<file path="config.mk">
export PLATFORM = sky130hd
export DESIGN_NAME = cic_integrator_chain_flat
export DESIGN_NICKNAME = d
export VERILOG_FILES = /design/src/rtl/cic_pkg.sv /design/src/rtl/cic_integrator_chain_if.sv /design/src/rtl/cic_integrator_stage.sv /design/src/rtl/cic_integrator_chain.sv /design/src/flat_wrapper.sv
export SDC_FILE = /design/constraint.sdc
export NUM_CORES = 1
export LEC_CHECK = 0
export CAP_MARGIN = 40
export CORE_MARGIN = 2
export CORE_UTILIZATION = 54
export DETAILED_ROUTE_END_ITERATION = 16
export GPL_TIMING_DRIVEN = 0
export HOLD_SLACK_MARGIN = 0.06
export PLACE_DENSITY = 0.88
export SLEW_MARGIN = 10
export SYNTH_ARGS = -nofsm -noshare
export SYNTH_HDL_FRONTEND = slang
export SYNTH_SLANG_ARGS = --single-unit
</file>
<file path="constraint.sdc">
create_clock -name clk -period 2.4 [get_ports clk]
set_input_delay 0.36 -clock clk [delete_from_list [all_inputs] [get_ports clk]]
set_output_delay 0.36 -clock clk [all_outputs]
set_load 0.01 [all_outputs]
</file>
<file path="src/rtl/cic_pkg.sv">
// Shared arithmetic helpers for the CIC integrator and comb sections.
//   cic_mode_e : wrap-around or saturating accumulation
//   add_ovf    : width-limited signed add with overflow flag and optional clamp
package cic_pkg;

  localparam int unsigned CIC_MAX_W = 64;

  typedef enum logic {
    CIC_WRAP = 1'b0,
    CIC_SAT  = 1'b1
  } cic_mode_e;

  typedef struct packed {
    logic                 ovf;
    logic [CIC_MAX_W-1:0] sum;
  } cic_add_t;

  // Operands are sign-extended to CIC_MAX_W; only sum[width-1:0] is meaningful.
  function automatic cic_add_t add_ovf(input logic [CIC_MAX_W-1:0] a,
                                       input logic [CIC_MAX_W-1:0] b,
                                       input int unsigned          width,
                                       input cic_mode_e            mode);
    cic_add_t             r;
    logic [CIC_MAX_W-1:0] raw;
    logic [CIC_MAX_W-1:0] max_v;
    logic [CIC_MAX_W-1:0] min_v;
    logic [5:0]           msb;
    logic                 sa;
    logic                 sb;
    msb   = 6'(width - 1);
    raw   = a + b;
    sa    = a[msb];
    sb    = b[msb];
    max_v = (CIC_MAX_W'(1) << msb) - CIC_MAX_W'(1);
    min_v = ~max_v;
    // Same-sign operands whose sum flips sign have left the representable range.
    r.ovf = (sa == sb) && (raw[msb] != sa);
    r.sum = raw;
    if (mode == CIC_SAT && r.ovf) begin
      r.sum = sa ? min_v : max_v;
    end
    return r;
  endfunction

endpackage

</file>
<file path="src/rtl/cic_integrator_chain_if.sv">
// Sample/result bundle of the CIC integrator chain.
//   master : sample source (drives in_valid, in_data, clear, clr_ovf)
//   slave  : integrator chain (drives out_valid, out_data, ovf_pulse, ovf_sticky)
interface cic_integrator_chain_if #(
  parameter int unsigned IN_WIDTH  = 8,
  parameter int unsigned ACC_WIDTH = 16,
  parameter int unsigned N_STAGES  = 3
);

  logic                        in_valid;
  logic signed [IN_WIDTH-1:0]  in_data;
  logic                        clear;
  logic                        clr_ovf;
  logic                        out_valid;
  logic signed [ACC_WIDTH-1:0] out_data;
  logic [N_STAGES-1:0]         ovf_pulse;
  logic [N_STAGES-1:0]         ovf_sticky;

  modport master (
    output in_valid, in_data, clear, clr_ovf,
    input  out_valid, out_data, ovf_pulse, ovf_sticky
  );

  modport slave (
    input  in_valid, in_data, clear, clr_ovf,
    output out_valid, out_data, ovf_pulse, ovf_sticky
  );

endinterface

</file>
<file path="src/rtl/cic_integrator_stage.sv">
// One signed integrator: acc <= acc + addend when en, synchronous clear.
//   clk, rstn : clock, async active-low reset
//   en        : advance the accumulator
//   clear     : zero the accumulator (wins over en)
//   addend    : value added this update
//   acc       : registered accumulator
//   ovf_c     : overflow of the update that en would commit this cycle
module cic_integrator_stage
  import cic_pkg::*;
#(
  parameter int unsigned ACC_WIDTH = 16,
  parameter cic_mode_e   MODE      = CIC_WRAP
) (
  input  logic                        clk,
  input  logic                        rstn,
  input  logic                        en,
  input  logic                        clear,
  input  logic signed [ACC_WIDTH-1:0] addend,
  output logic signed [ACC_WIDTH-1:0] acc,
  output logic                        ovf_c
);

  cic_add_t res;
  logic     unused_sum_bits;

  // Candidate update and its overflow.
  always_comb begin
    res   = add_ovf(CIC_MAX_W'(acc), CIC_MAX_W'(addend), ACC_WIDTH, MODE);
    ovf_c = res.ovf;
  end

  // Bits of the wide sum above ACC_WIDTH are don't-care.
  assign unused_sum_bits = ^res.sum;

  // Accumulator register.
  always_ff @(posedge clk or negedge rstn) begin
    if (!rstn) begin
      acc <= '0;
    end else if (clear) begin
      acc <= '0;
    end else if (en) begin
      acc <= ACC_WIDTH'(res.sum);
    end
  end

endmodule

</file>
<file path="src/rtl/cic_integrator_chain.sv">
// Cascade of N_STAGES signed integrators sharing one sample enable.
//   clk, rstn : clock, async active-low reset
//   bus       : slave side of cic_integrator_chain_if
//               in_valid/in_data sample, clear (accumulators), clr_ovf (sticky flags),
//               out_valid/out_data last-stage result, ovf_pulse/ovf_sticky per-stage overflow
module cic_integrator_chain
  import cic_pkg::*;
#(
  parameter int unsigned IN_WIDTH  = 8,
  parameter int unsigned ACC_WIDTH = 16,
  parameter int unsigned N_STAGES  = 3,
  parameter int unsigned SATURATE  = 0
) (
  input  logic                   clk,
  input  logic                   rstn,
  cic_integrator_chain_if.slave  bus
);

  localparam cic_mode_e MODE = (SATURATE != 0) ? CIC_SAT : CIC_WRAP;

  // Parameter legality.
  if (ACC_WIDTH < IN_WIDTH) begin : g_bad_acc_width
    $error("cic_integrator_chain: ACC_WIDTH must be >= IN_WIDTH");
  end
  if (ACC_WIDTH > CIC_MAX_W) begin : g_bad_max_width
    $error("cic_integrator_chain: ACC_WIDTH exceeds CIC_MAX_W");
  end
  if (N_STAGES < 1 || N_STAGES > 8) begin : g_bad_stages
    $error("cic_integrator_chain: N_STAGES must be 1..8");
  end

  logic signed [ACC_WIDTH-1:0] acc    [N_STAGES];
  logic signed [ACC_WIDTH-1:0] addend [N_STAGES];
  logic [N_STAGES-1:0]         stage_ovf_c;
  logic [N_STAGES-1:0]         new_ovf_c;
  logic                        upd_c;
  logic                        out_valid;
  logic [N_STAGES-1:0]         ovf_pulse;
  logic [N_STAGES-1:0]         ovf_sticky;

  // A sample is committed only when valid and not discarded by clear.
  assign upd_c     = bus.in_valid & ~bus.clear;
  assign new_ovf_c = upd_c ? stage_ovf_c : '0;

  // Stage k adds the pre-update value of stage k-1; stage 0 adds the sign-extended sample.
  for (genvar k = 0; k < int'(N_STAGES); k++) begin : g_stage
    if (k == 0) begin : g_first
      assign addend[k] = ACC_WIDTH'(bus.in_data);
    end else begin : g_next
      assign addend[k] = acc[k-1];
    end

    cic_integrator_stage #(
      .ACC_WIDTH (ACC_WIDTH),
      .MODE      (MODE)
    ) u_stage (
      .clk    (clk),
      .rstn   (rstn),
      .en     (bus.in_valid),
      .clear  (bus.clear),
      .addend (addend[k]),
      .acc    (acc[k]),
      .ovf_c  (stage_ovf_c[k])
    );
  end

  // Valid, overflow pulse and sticky flags; a new overflow wins over clr_ovf.
  always_ff @(posedge clk or negedge rstn) begin
    if (!rstn) begin
      out_valid  <= 1'b0;
      ovf_pulse  <= '0;
      ovf_sticky <= '0;
    end else begin
      out_valid  <= upd_c;
      ovf_pulse  <= new_ovf_c;
      ovf_sticky <= (bus.clr_ovf ? '0 : ovf_sticky) | new_ovf_c;
    end
  end

  assign bus.out_valid  = out_valid;
  assign bus.out_data   = acc[N_STAGES-1];
  assign bus.ovf_pulse  = ovf_pulse;
  assign bus.ovf_sticky = ovf_sticky;

endmodule

</file>
<file path="src/flat_wrapper.sv">
// flat-port wrapper written by rule: the top's interface ports become plain ports
module cic_integrator_chain_flat import cic_pkg::*;
#(
  parameter int unsigned IN_WIDTH  = 8,
  parameter int unsigned ACC_WIDTH = 16,
  parameter int unsigned N_STAGES  = 3,
  parameter int unsigned SATURATE  = 0
)
  (clk, rstn, bus_in_valid, bus_in_data, bus_clear, bus_clr_ovf, bus_out_valid, bus_out_data, bus_ovf_pulse, bus_ovf_sticky);
  cic_integrator_chain_if #(.IN_WIDTH(IN_WIDTH), .ACC_WIDTH(ACC_WIDTH), .N_STAGES(N_STAGES)) bus_i ();
  input  logic clk;
  input  logic rstn;
  input wire logic [$bits(bus_i.in_valid)-1:0] bus_in_valid;
  input wire logic [$bits(bus_i.in_data)-1:0] bus_in_data;
  input wire logic [$bits(bus_i.clear)-1:0] bus_clear;
  input wire logic [$bits(bus_i.clr_ovf)-1:0] bus_clr_ovf;
  output wire logic [$bits(bus_i.out_valid)-1:0] bus_out_valid;
  output wire logic [$bits(bus_i.out_data)-1:0] bus_out_data;
  output wire logic [$bits(bus_i.ovf_pulse)-1:0] bus_ovf_pulse;
  output wire logic [$bits(bus_i.ovf_sticky)-1:0] bus_ovf_sticky;
  assign bus_i.in_valid = bus_in_valid;
  assign bus_i.in_data = bus_in_data;
  assign bus_i.clear = bus_clear;
  assign bus_i.clr_ovf = bus_clr_ovf;
  assign bus_out_valid = bus_i.out_valid;
  assign bus_out_data = bus_i.out_data;
  assign bus_ovf_pulse = bus_i.ovf_pulse;
  assign bus_ovf_sticky = bus_i.ovf_sticky;
  cic_integrator_chain #(.IN_WIDTH(IN_WIDTH), .ACC_WIDTH(ACC_WIDTH), .N_STAGES(N_STAGES), .SATURATE(SATURATE)) u_core (.clk(clk), .rstn(rstn), .bus(bus_i));
endmodule
</file>
-- Word level (Yosys, flattened, before mapping)
Cells that the tools add are included.
- flip-flop bits (word level): 55
- bits of input ports: 13
- output and inout port bits: 23
- word-level logic and storage cells: 30
- add/sub/neg operators: 3
- equality and inequality tests: 6
- reductions and logical operators: 4
- bitwise gates (word level): 3
- muxes and demuxes: 8
- operators by type and width (cell ; count):
    16-bit 2-to-1 mux ; 6
    16-bit adder ; 2
    16-bit by 8-bit adder with 16-bit output ; 1
    3-bit 2-to-1 mux ; 2
    1-bit == test ; 3
    1-bit logical AND ; 3
    1-bit != test ; 3
    3-bit bitwise OR ; 1
    2-bit nonzero test ; 1
    1-bit bitwise AND ; 1
    1-bit inverter ; 1

-- Depth between registers and ports, before layout
Gate-level depths: netlist (run 1).
- depth in word-level cells: 5
- gate-level depth with buffers: 9
- mapped depth without buffers: 9

-- Cells and area by module
Synthesis (run 1) repeated with hierarchy kept, for this count alone.
- cells, all modules: 518
- area, all modules: 4658.2 µm²
- modules (own cells, without submodules) (module ; instances ; area an instance (µm²) ; cells an instance ; seq. area each (µm²)):
    cic_integrator_stage at u_core.g_stage[0].u_stage ... ; 2 ; 1475.2 ; 172 ; 400.4
    cic_integrator_stage at u_core.g_stage[2].u_stage ; 1 ; 1458.9 ; 158 ; 400.4
    cic_integrator_chain ; 1 ; 249.0 ; 16 ; 175.2

-- Worst setup path before layout (run 1)
No wires, ideal clock.
- path type: register to register
- from: register u_core.g_stage[2].u_stage.acc[0]
- to: register u_core.g_stage[2].u_stage.acc[14]
- setup time: 0.122 ns
- path slack: 0.038 ns
- path buffers: 0
- arrival time: 2.240 ns
- data required time: 2.278 ns
- clock period less this slack: 2.362 ns
- cell stages (with the launch flop): 9
- path through: dfrtp_1 ha_1 fa_1 a211oi_2 o21bai_1 o211ai_2 nor2_1 or4_1 a32o_1
- cells in the longest elaborated chain, start to end: 3
- ends and longest elaborated chain (item ; line ; source):
    start: declaration ; cic_integrator_stage.sv:19 ; output logic signed [ACC_WIDTH-1:0] acc,
    start signal: assignment ; cic_integrator_stage.sv:42 ; acc <= ACC_WIDTH'(res.sum);
    16-bit adder ; cic_pkg.sv:31 ; raw = a + b;
    16-bit 2-to-1 mux ; cic_integrator_stage.sv:41 ; end else if (en) begin
    16-bit 2-to-1 mux ; cic_integrator_stage.sv:39 ; end else if (clear) begin
Every way passes these cells. The select of a mux whose other input is x is not followed.
A chain may end at the register's enable or synchronous reset.

-- Worst setup path in the final report (run 1)
- from: register u_core.g_stage[1].u_stage.acc[0]
- to: register u_core.g_stage[2].u_stage.acc[14]
- cells in the longest elaborated chain, start to end: 3
- ends and longest elaborated chain (item ; line):
    start: declaration ; cic_integrator_stage.sv:19
    start signal: assignment ; cic_integrator_stage.sv:42
    16-bit adder ; cic_pkg.sv:31
    16-bit 2-to-1 mux ; cic_integrator_stage.sv:41
    16-bit 2-to-1 mux ; cic_integrator_stage.sv:39
Every way passes these cells. The select of a mux whose other input is x is not followed.

==> flow_summary.toml, run 1 <==
[status]
status = "finished with violations"
violations = "setup timing"

[setup_path]
start_kind = "flip-flop"
r2r_end = "u_core.g_stage[2].u_stage.acc[14]"
critPathSlowestCell = "dfrtp_1"
cp.required_ps = 2610
r2r-start = "u_core.g_stage[1].u_stage.acc[0]"
crit_end = "u_core.g_stage[2].u_stage.acc[14]"
endpoint_kind = "flip-flop"
ff2ff_setup_slack_ps = -50
crit_arrival_ps = 2660
path_max_fanout = 3
path_class = "reg2reg"
path_cells = "ha_4 -> fa_2 -> a211oi_2 -> o21bai_1 -> o211ai_2 -> nor2_1 -> or4_1 -> a32o_1"
crit_start = "u_core.g_stage[1].u_stage.acc[0]"
reg2reg_depth = 8
critPathMaxStageDelay_ps = 470

[sta]
worstMarginPinSlew_ps = 800.8
fmax_ghz = 0.4088
fin_crit_sh = 1.019
fin_crit_ps = 2446
finClkSkew_ps = 5.257
finalSetupViolations = 2
slew_violations = 0
rsz0062_at_grt = "true"
setup_slack_ps = -46.15
report.final.hold_viol_count = 0
max_slew_margin = 0.4642

[yosys]
syn-num-nets = 569
yosysMostFrequentCell = "dfrtp_1"
postSynthCellCount = 508
avgSynthCellArea_um2 = 8.847
yosys_warnings = 0
synth-seq-cells = 55
seq_area_frac_synth = 0.3062
synth.area.top_cells = "dfrtp_1, ha_1, a21oi_1, mux2i_1, nor2_1"
ys_types = 64
synthTopCellsByCount = "dfrtp_1, ha_1, nor2_1, a21oi_1, nand2_1"
async_flop_share = 1.000
synth_edf_count = 0
netlist_area_mm2 = 0.004494
ys.flop_type = "dfrtp_1"
netlist.top_cell.by_area = "dfrtp_1"
synth_top_area_share = 0.3062

[floorplan]
core_region_area_mm2 = 0.008134
die_height_um = 95.23
dieArea_mm2 = 0.009069
pin_count = 36
rows = 33
start_util = 0.5525
die_w_um = 95.23

[power_and_ir_drop]
power_switching_uw = 983.3
power_per_cell_area_mw_per_mm2 = 534.1
irDropWorstVdd_mv = 0.3183
power_frac_seq = 0.397
p_clk_frac = 0.235
intPower_uw = 1822
combPwrFrac = 0.368
leakagePower_uw = 0.002419
swShare = 0.3505

[min_path]
hp-class = "reg2reg"

[clock_network]
clockBufferDepth = 2
cts_tree = "yes"
cts_buffers = 5
cts_root_buf = "clkbuf_8"
clk_latency_ps = 320
ctsHtreeMaxLevel = 2
cts.sinks = 55
clkSlewWorstSetupHoldPaths_ps = 100

[placement]
gp_congestion = 0.9160
place_area_mm2 = 0.004981
dp_hpwl_um = 8113
port_buffers = 34

[global_route]
grt_first_pass_wirelength_um = 18550
track_usage = 0.2612
grt-ovfl-total = 0
antenna_found_initial = 0
grt_max_degree = 38
grt_pass1_vias = 4045

[route]
wl_met1_um = 4652
routed_wl_um = 11620
wl_met3_um = 769
wl_met2_um = 5778
vias = 4189
viasPerCell = 6.328
drc_errors = 0
drt_iter0_markers = 385
antenna_left = 0
dr.max_layer_used = "met4"
drtPass1Iterations = 5
wl_per_cell_um = 17.56

[flow_run]
max-cap-violations = 0

[final_layout]
drive_gt1_frac = 0.1329
utilization = 0.6457
finalNetCount = 617
antennaDiodeCount = 0
areaGrowthSynthToFinish_pct = 16.87
design_area_mm2 = 0.005253
==> layout make-up <==
| cell class | count | area, um^2 |
|---|---|---|
| Sequential cell | 55 | 1376 |
| Timing Repair Buffer | 41 | 397.9 |
| Clock buffer | 6 | 82.58 |
| Clock inverter | 2 | 35.03 |
| Tap cell | 105 | 131.4 |
| Multi-Input combinational cell | 403 | 2977 |
| Buffer | 31 | 181.4 |
| Inverter | 19 | 71.32 |
| Fill cell | 604 | 2882 |
==> flip-flops by register name (all words and copies together), names as in the netlist <==
signal / cells
u_core.bus.out_valid: 1
u_core.bus.ovf_pulse: 3
u_core.bus.ovf_sticky: 3
u_core.g_stage.u_stage.acc: 48
==> kinds of logic (layout without fill, tap and decap cells) <==
group                      after synthesis  in the layout  share of synthesized area
AOI/OAI and AO/OA                      170            170                     0.2603
DFF                                     55             55                     0.3062
buffers and inverters                   50             99                    0.05596
xor gates and xnor gates                20             20                    0.03898
muxes                                   20             20                    0.04538
and+or+nand+nor                        145            145                     0.1545
adders and majority gates               48             48                     0.1386
==> timing repair <==
item / CTS / global route
endpoints found under the setup margin: 7 / 15
pin swaps: 3 / 3
hold endpoints to repair: 18 / 0
buffers inserted: 4 / 1
resized for setup: 8 / 22
hold buffers: 1 / 0
==> worst min-delay path by stage <==
stage	startpoint	end	slack [ps]	depth (start not counted)
after floorplan	rstn	u_core.bus.out_valid	60	0
after global placement	u_core.g_stage[2].u_stage.acc[10]	u_core.g_stage[2].u_stage.acc[10]	490	2
after detailed placement	rstn	u_core.g_stage[0].u_stage.acc[2]	370	1
after CTS	u_core.g_stage[2].u_stage.acc[7]	u_core.g_stage[2].u_stage.acc[7]	530	2
after global routing	u_core.bus.ovf_sticky[0]	u_core.bus.ovf_sticky[0]	570	2
final	u_core.g_stage[2].u_stage.acc[7]	u_core.g_stage[2].u_stage.acc[7]	520	2
==> placed cells by master, fill, tap and decap left out, types with 14 or more instances in the layout <==
cell             instances
o21ai_0                 27
nor2_1                  44
ha_1                    38
mux2i_1                 17
inv_1                   18
clkdlybuf4s50_1         32
nand2_1                 39
a21o_1                  14
a21oi_1                 41
buf_4                   21
dfrtp_1                 55
==> critical path: cells and delay by family (launching register included) <==
| kind | cells | cell delay [ps] |
|---|---|---|
| and+or+nand+nor | 2 | 490 |
| adders and majority gates | 2 | 570 |
| DFF | 1 | 470 |
| AOI/OAI and AO/OA | 4 | 820 |
==> layer usage <==
| metal | up-vias | track usage |
|---|---|---|
| met2 | 213 | 0.4519 |
| met3 | 40 | 0.03399 |
| met4 | 0 | 0.1377 |
| met5 | - | 0 |
| li1 | 1964 | - |
| met1 | 1972 | 0.3159 |
==> per-stage QoR <==
stage / setup WS [ps] / hold WS [ps] / power, uW / setup TNS, ps / cells
detailed placement: -645.0 / 368.5 / 2079 / -4909 / 648
floorplan: 38.02 / 64.41 / 1812 / 0 / 508
global route: -140.0 / 573.4 / 2957 / -558.1 / 662
finish: -46.15 / 523.1 / 2805 / -79.06 / 662
CTS: -43.59 / 531.1 / 2744 / -47.87 / 661
global placement: -745.6 / 493.8 / 2024 / -45390 / 647
==> power by group through the flow <==
stage,clock network [uW],registers [uW],logic (uW)
floorplan,0,1090,721
global placement,0,1120,908
detailed placement,0,1120,956
CTS,660,1110,980
global route,695,1120,1140
finish,660,1110,1030
No activity file was read; power rests on OpenSTA's default activity.
==> inputs of run 2 (changes only) <==
--- a/config.mk
+++ b/config.mk
@@ -5,12 +5,13 @@
 export SDC_FILE = /design/constraint.sdc
 export NUM_CORES = 1
 export LEC_CHECK = 0
-export CAP_MARGIN = 40
+export CAP_MARGIN = 10
 export CORE_MARGIN = 2
 export CORE_UTILIZATION = 54
 export DETAILED_ROUTE_END_ITERATION = 16
 export GPL_TIMING_DRIVEN = 0
 export HOLD_SLACK_MARGIN = 0.06
+export MAX_ROUTING_LAYER = met4
 export PLACE_DENSITY = 0.88
 export SLEW_MARGIN = 10
 export SYNTH_ARGS = -nofsm -noshare
==> run 2 against run 1 <==
The flow still finishes with violations (setup timing). Design area is 0.79% higher. Combinational power hardly changed. Power is 3.5% lower. First-iteration DRC count is 21% lower. Utilization is 0.51 points higher. Sequential cell count stayed put. Global-route usage is 0.18 points higher. Count of clock-buffer cells in the layout is 1 lower. Hold slack better by 4.9 ps. Critical path depth stayed put. Sequential power hardly changed. Largest cell class unchanged. Largest power group unchanged.
==> flow_summary.toml, run 2 (synthesized netlist as in run 1, its figures left out) <==
[setup_path]
critPathMaxStageDelay_ps = 460
path_cells = "ha_4 -> fa_2 -> a211oi_4 -> o21bai_2 -> o211ai_2 -> nor2_2 -> or4_1 -> a32o_1"
crit_arrival_ps = 2690
endpoint_kind = "flip-flop"
crit_buf_inv = 0
critPathSlowestCell = "dfrtp_2"
start_kind = "flip-flop"
r2r-start = "u_core.g_stage[1].u_stage.acc[0]"
crit_start = "u_core.g_stage[1].u_stage.acc[0]"
critPathTopFamily = "compound AO/OA/AOI/OAI gates"
path_max_fanout = 3
cp.required_ps = 2620
path_class = "reg2reg"

[route]
antenna_left = 0
drt_iter0_markers = 303
wl_per_cell_um = 17.81
viasPerCell = 6.405
routed_wl_um = 11780
drtPass1Iterations = 6
drc_errors = 0
vias = 4234

[final_layout]
largest_register_ffs = 48
seq_area_mm2 = 0.001378
largest-register = "u_core.g_stage.u_stage.acc"
drive_gt1_frac = 0.1439
antennaDiodeCount = 0
fillCellCount = 620
areaGrowthSynthToFinish_pct = 17.79
multi_input_area_mm2 = 0.003050
final_common_cell = "dfrtp_1"
top_regs = "u_core.g_stage.u_stage.acc x48, u_core.bus.ovf_pulse x3, u_core.bus.ovf_sticky x3"
layout_common_cells = "dfrtp_1, nor2_1, a21oi_1"
fin_cells = 661
utilization = 0.6508
finalNetCount = 616

[global_route]
met2_usage = 0.4577
grt-ovfl-total = 0
grtUsageMet3 = 0.04032
grt_first_pass_wirelength_um = 18290
grt_max_degree = 38
top_usage_layer = "met2"
antenna_found_initial = 0
met1_usage = 0.3046
track_usage = 0.2630
grt_pass1_vias = 4062

[power_and_ir_drop]
swShare = 0.3712
p_total_uw = 2708
p_clk_frac = 0.196
irDropWorstVdd_mv = 0.3190
power_frac_seq = 0.413
power_per_cell_area_mw_per_mm2 = 511.5
leakagePower_uw = 0.002399
combPwrFrac = 0.391
power_switching_uw = 1005
intPower_uw = 1703

[status]
status = "finished with violations"
violations = "setup timing"

[sta]
rsz0062_at_grt = "true"
finalSetupViolations = 1
worstMarginPinSlew_ps = 760.8
finClkSkew_ps = 7.896
fin_crit_ps = 2471
report.final.hold_viol_count = 0
setup_slack_ps = -70.78
fin_crit_sh = 1.029
max_slew_margin = 0.4909
fmax_ghz = 0.4047
slew_violations = 0

[clock_network]
ctsHtreeMaxLevel = 2
clockBufferDepth = 2
clk_latency_ps = 310
cts_tree = "yes"
cts.sinks = 55
clkSlewWorstSetupHoldPaths_ps = 110
cts_buffers = 5
cts_root_buf = "clkbuf_8"

[placement]
port_buffers = 34
gp_congestion = 0.9015
dp_hpwl_um = 8235
dp.cells = 648

[min_path]
holdCritStartpoint = "u_core.g_stage[2].u_stage.acc[10]"
hp-class = "reg2reg"

[flow_run]
max-cap-violations = 0

[floorplan]
start_util = 0.5525
dieArea_mm2 = 0.009069
die_height_um = 95.23
core_region_area_mm2 = 0.008134
rows = 33
pin_count = 36
die_w_um = 95.23
## run 2: path summary, 6_finish.rpt
kind | to | slack (ps) | cells past startpoint
worst max-delay path | u_core.g_stage[2].u_stage.acc[14] | -70 | 8
worst min-delay path | u_core.g_stage[2].u_stage.acc[10] | 530 | 2
worst max register to register | u_core.g_stage[2].u_stage.acc[14] | -70 | 8
worst min register to register | u_core.g_stage[2].u_stage.acc[10] | 530 | 2
max in group asynchronous | u_core.g_stage[1].u_stage.acc[0] | 1280 | 3
min in group asynchronous | u_core.g_stage[0].u_stage.acc[4] | 540 | 2
## run 2: metrics by stage
| step | setup TNS [ps] | hold WS (ps) | cell area (um^2) | worst slack [ps] |
|---|---|---|---|---|
| 4_1_cts | -92.73 | 539.3 | 5147 | -53.04 |
| 6_report | -70.78 | 528.0 | 5294 | -70.78 |
| 2_1_floorplan | 0 | 64.41 | 4494 | 38.02 |
| 3_5_place_dp | -5192 | 363.8 | 4981 | -659.5 |
| 3_3_place_gp | -45540 | 494.0 | 4966 | -748.0 |
| 5_1_grt | -337.0 | 556.4 | 5294 | -142.8 |
## run 2: cell type report
cell class	count	area share
Timing Repair Buffer	41	0.07516
Inverter	19	0.01347
Clock buffer	5	0.01300
Multi-Input combinational cell	403	0.5762
Buffer	30	0.03333
Sequential cell	55	0.2602
Tap cell	105	0.02482
Clock inverter	3	0.003782
## run 2: layer usage
metal / vias up / wire length (um)
li1: 1957 / -
met1: 2030 / 4728
met2: 197 / 5936
met3: 50 / 698
met4: 0 / 412
met5: - / 0
## run 2: timing repair
item,in CTS,in global routing
resized for setup,10,33
hold buffers,1,0
setup buffers,3,3
setup endpoints to repair,8,23
pin swaps,4,14
hold endpoints to repair,18,0
## run 2: worst min-delay path, cell delays in order (launching register included)
cell and delay, ps:
dfrtp_1 390, nand2_1 50, o21ai_0 60
## run 2: power by group through the flow
stage	clock network, uW	logic [uW]	registers, uW
final	531	1060	1120
after global placement	0	909	1120
after global routing	576	1160	1130
after floorplan	0	721	1090
after detailed placement	0	959	1120
after CTS	531	978	1100
==> inputs of run 3 (changes only) <==
--- a/config.mk
+++ b/config.mk
@@ -8,6 +8,7 @@
 export CAP_MARGIN = 10
 export CORE_MARGIN = 2
 export CORE_UTILIZATION = 54
+export CTS_CLUSTER_SIZE = 14
 export DETAILED_ROUTE_END_ITERATION = 16
 export GPL_TIMING_DRIVEN = 0
 export HOLD_SLACK_MARGIN = 0.06
==> results of run 3 <==
Same layout as run 2: the final DEF is identical, and so are final timing and power.
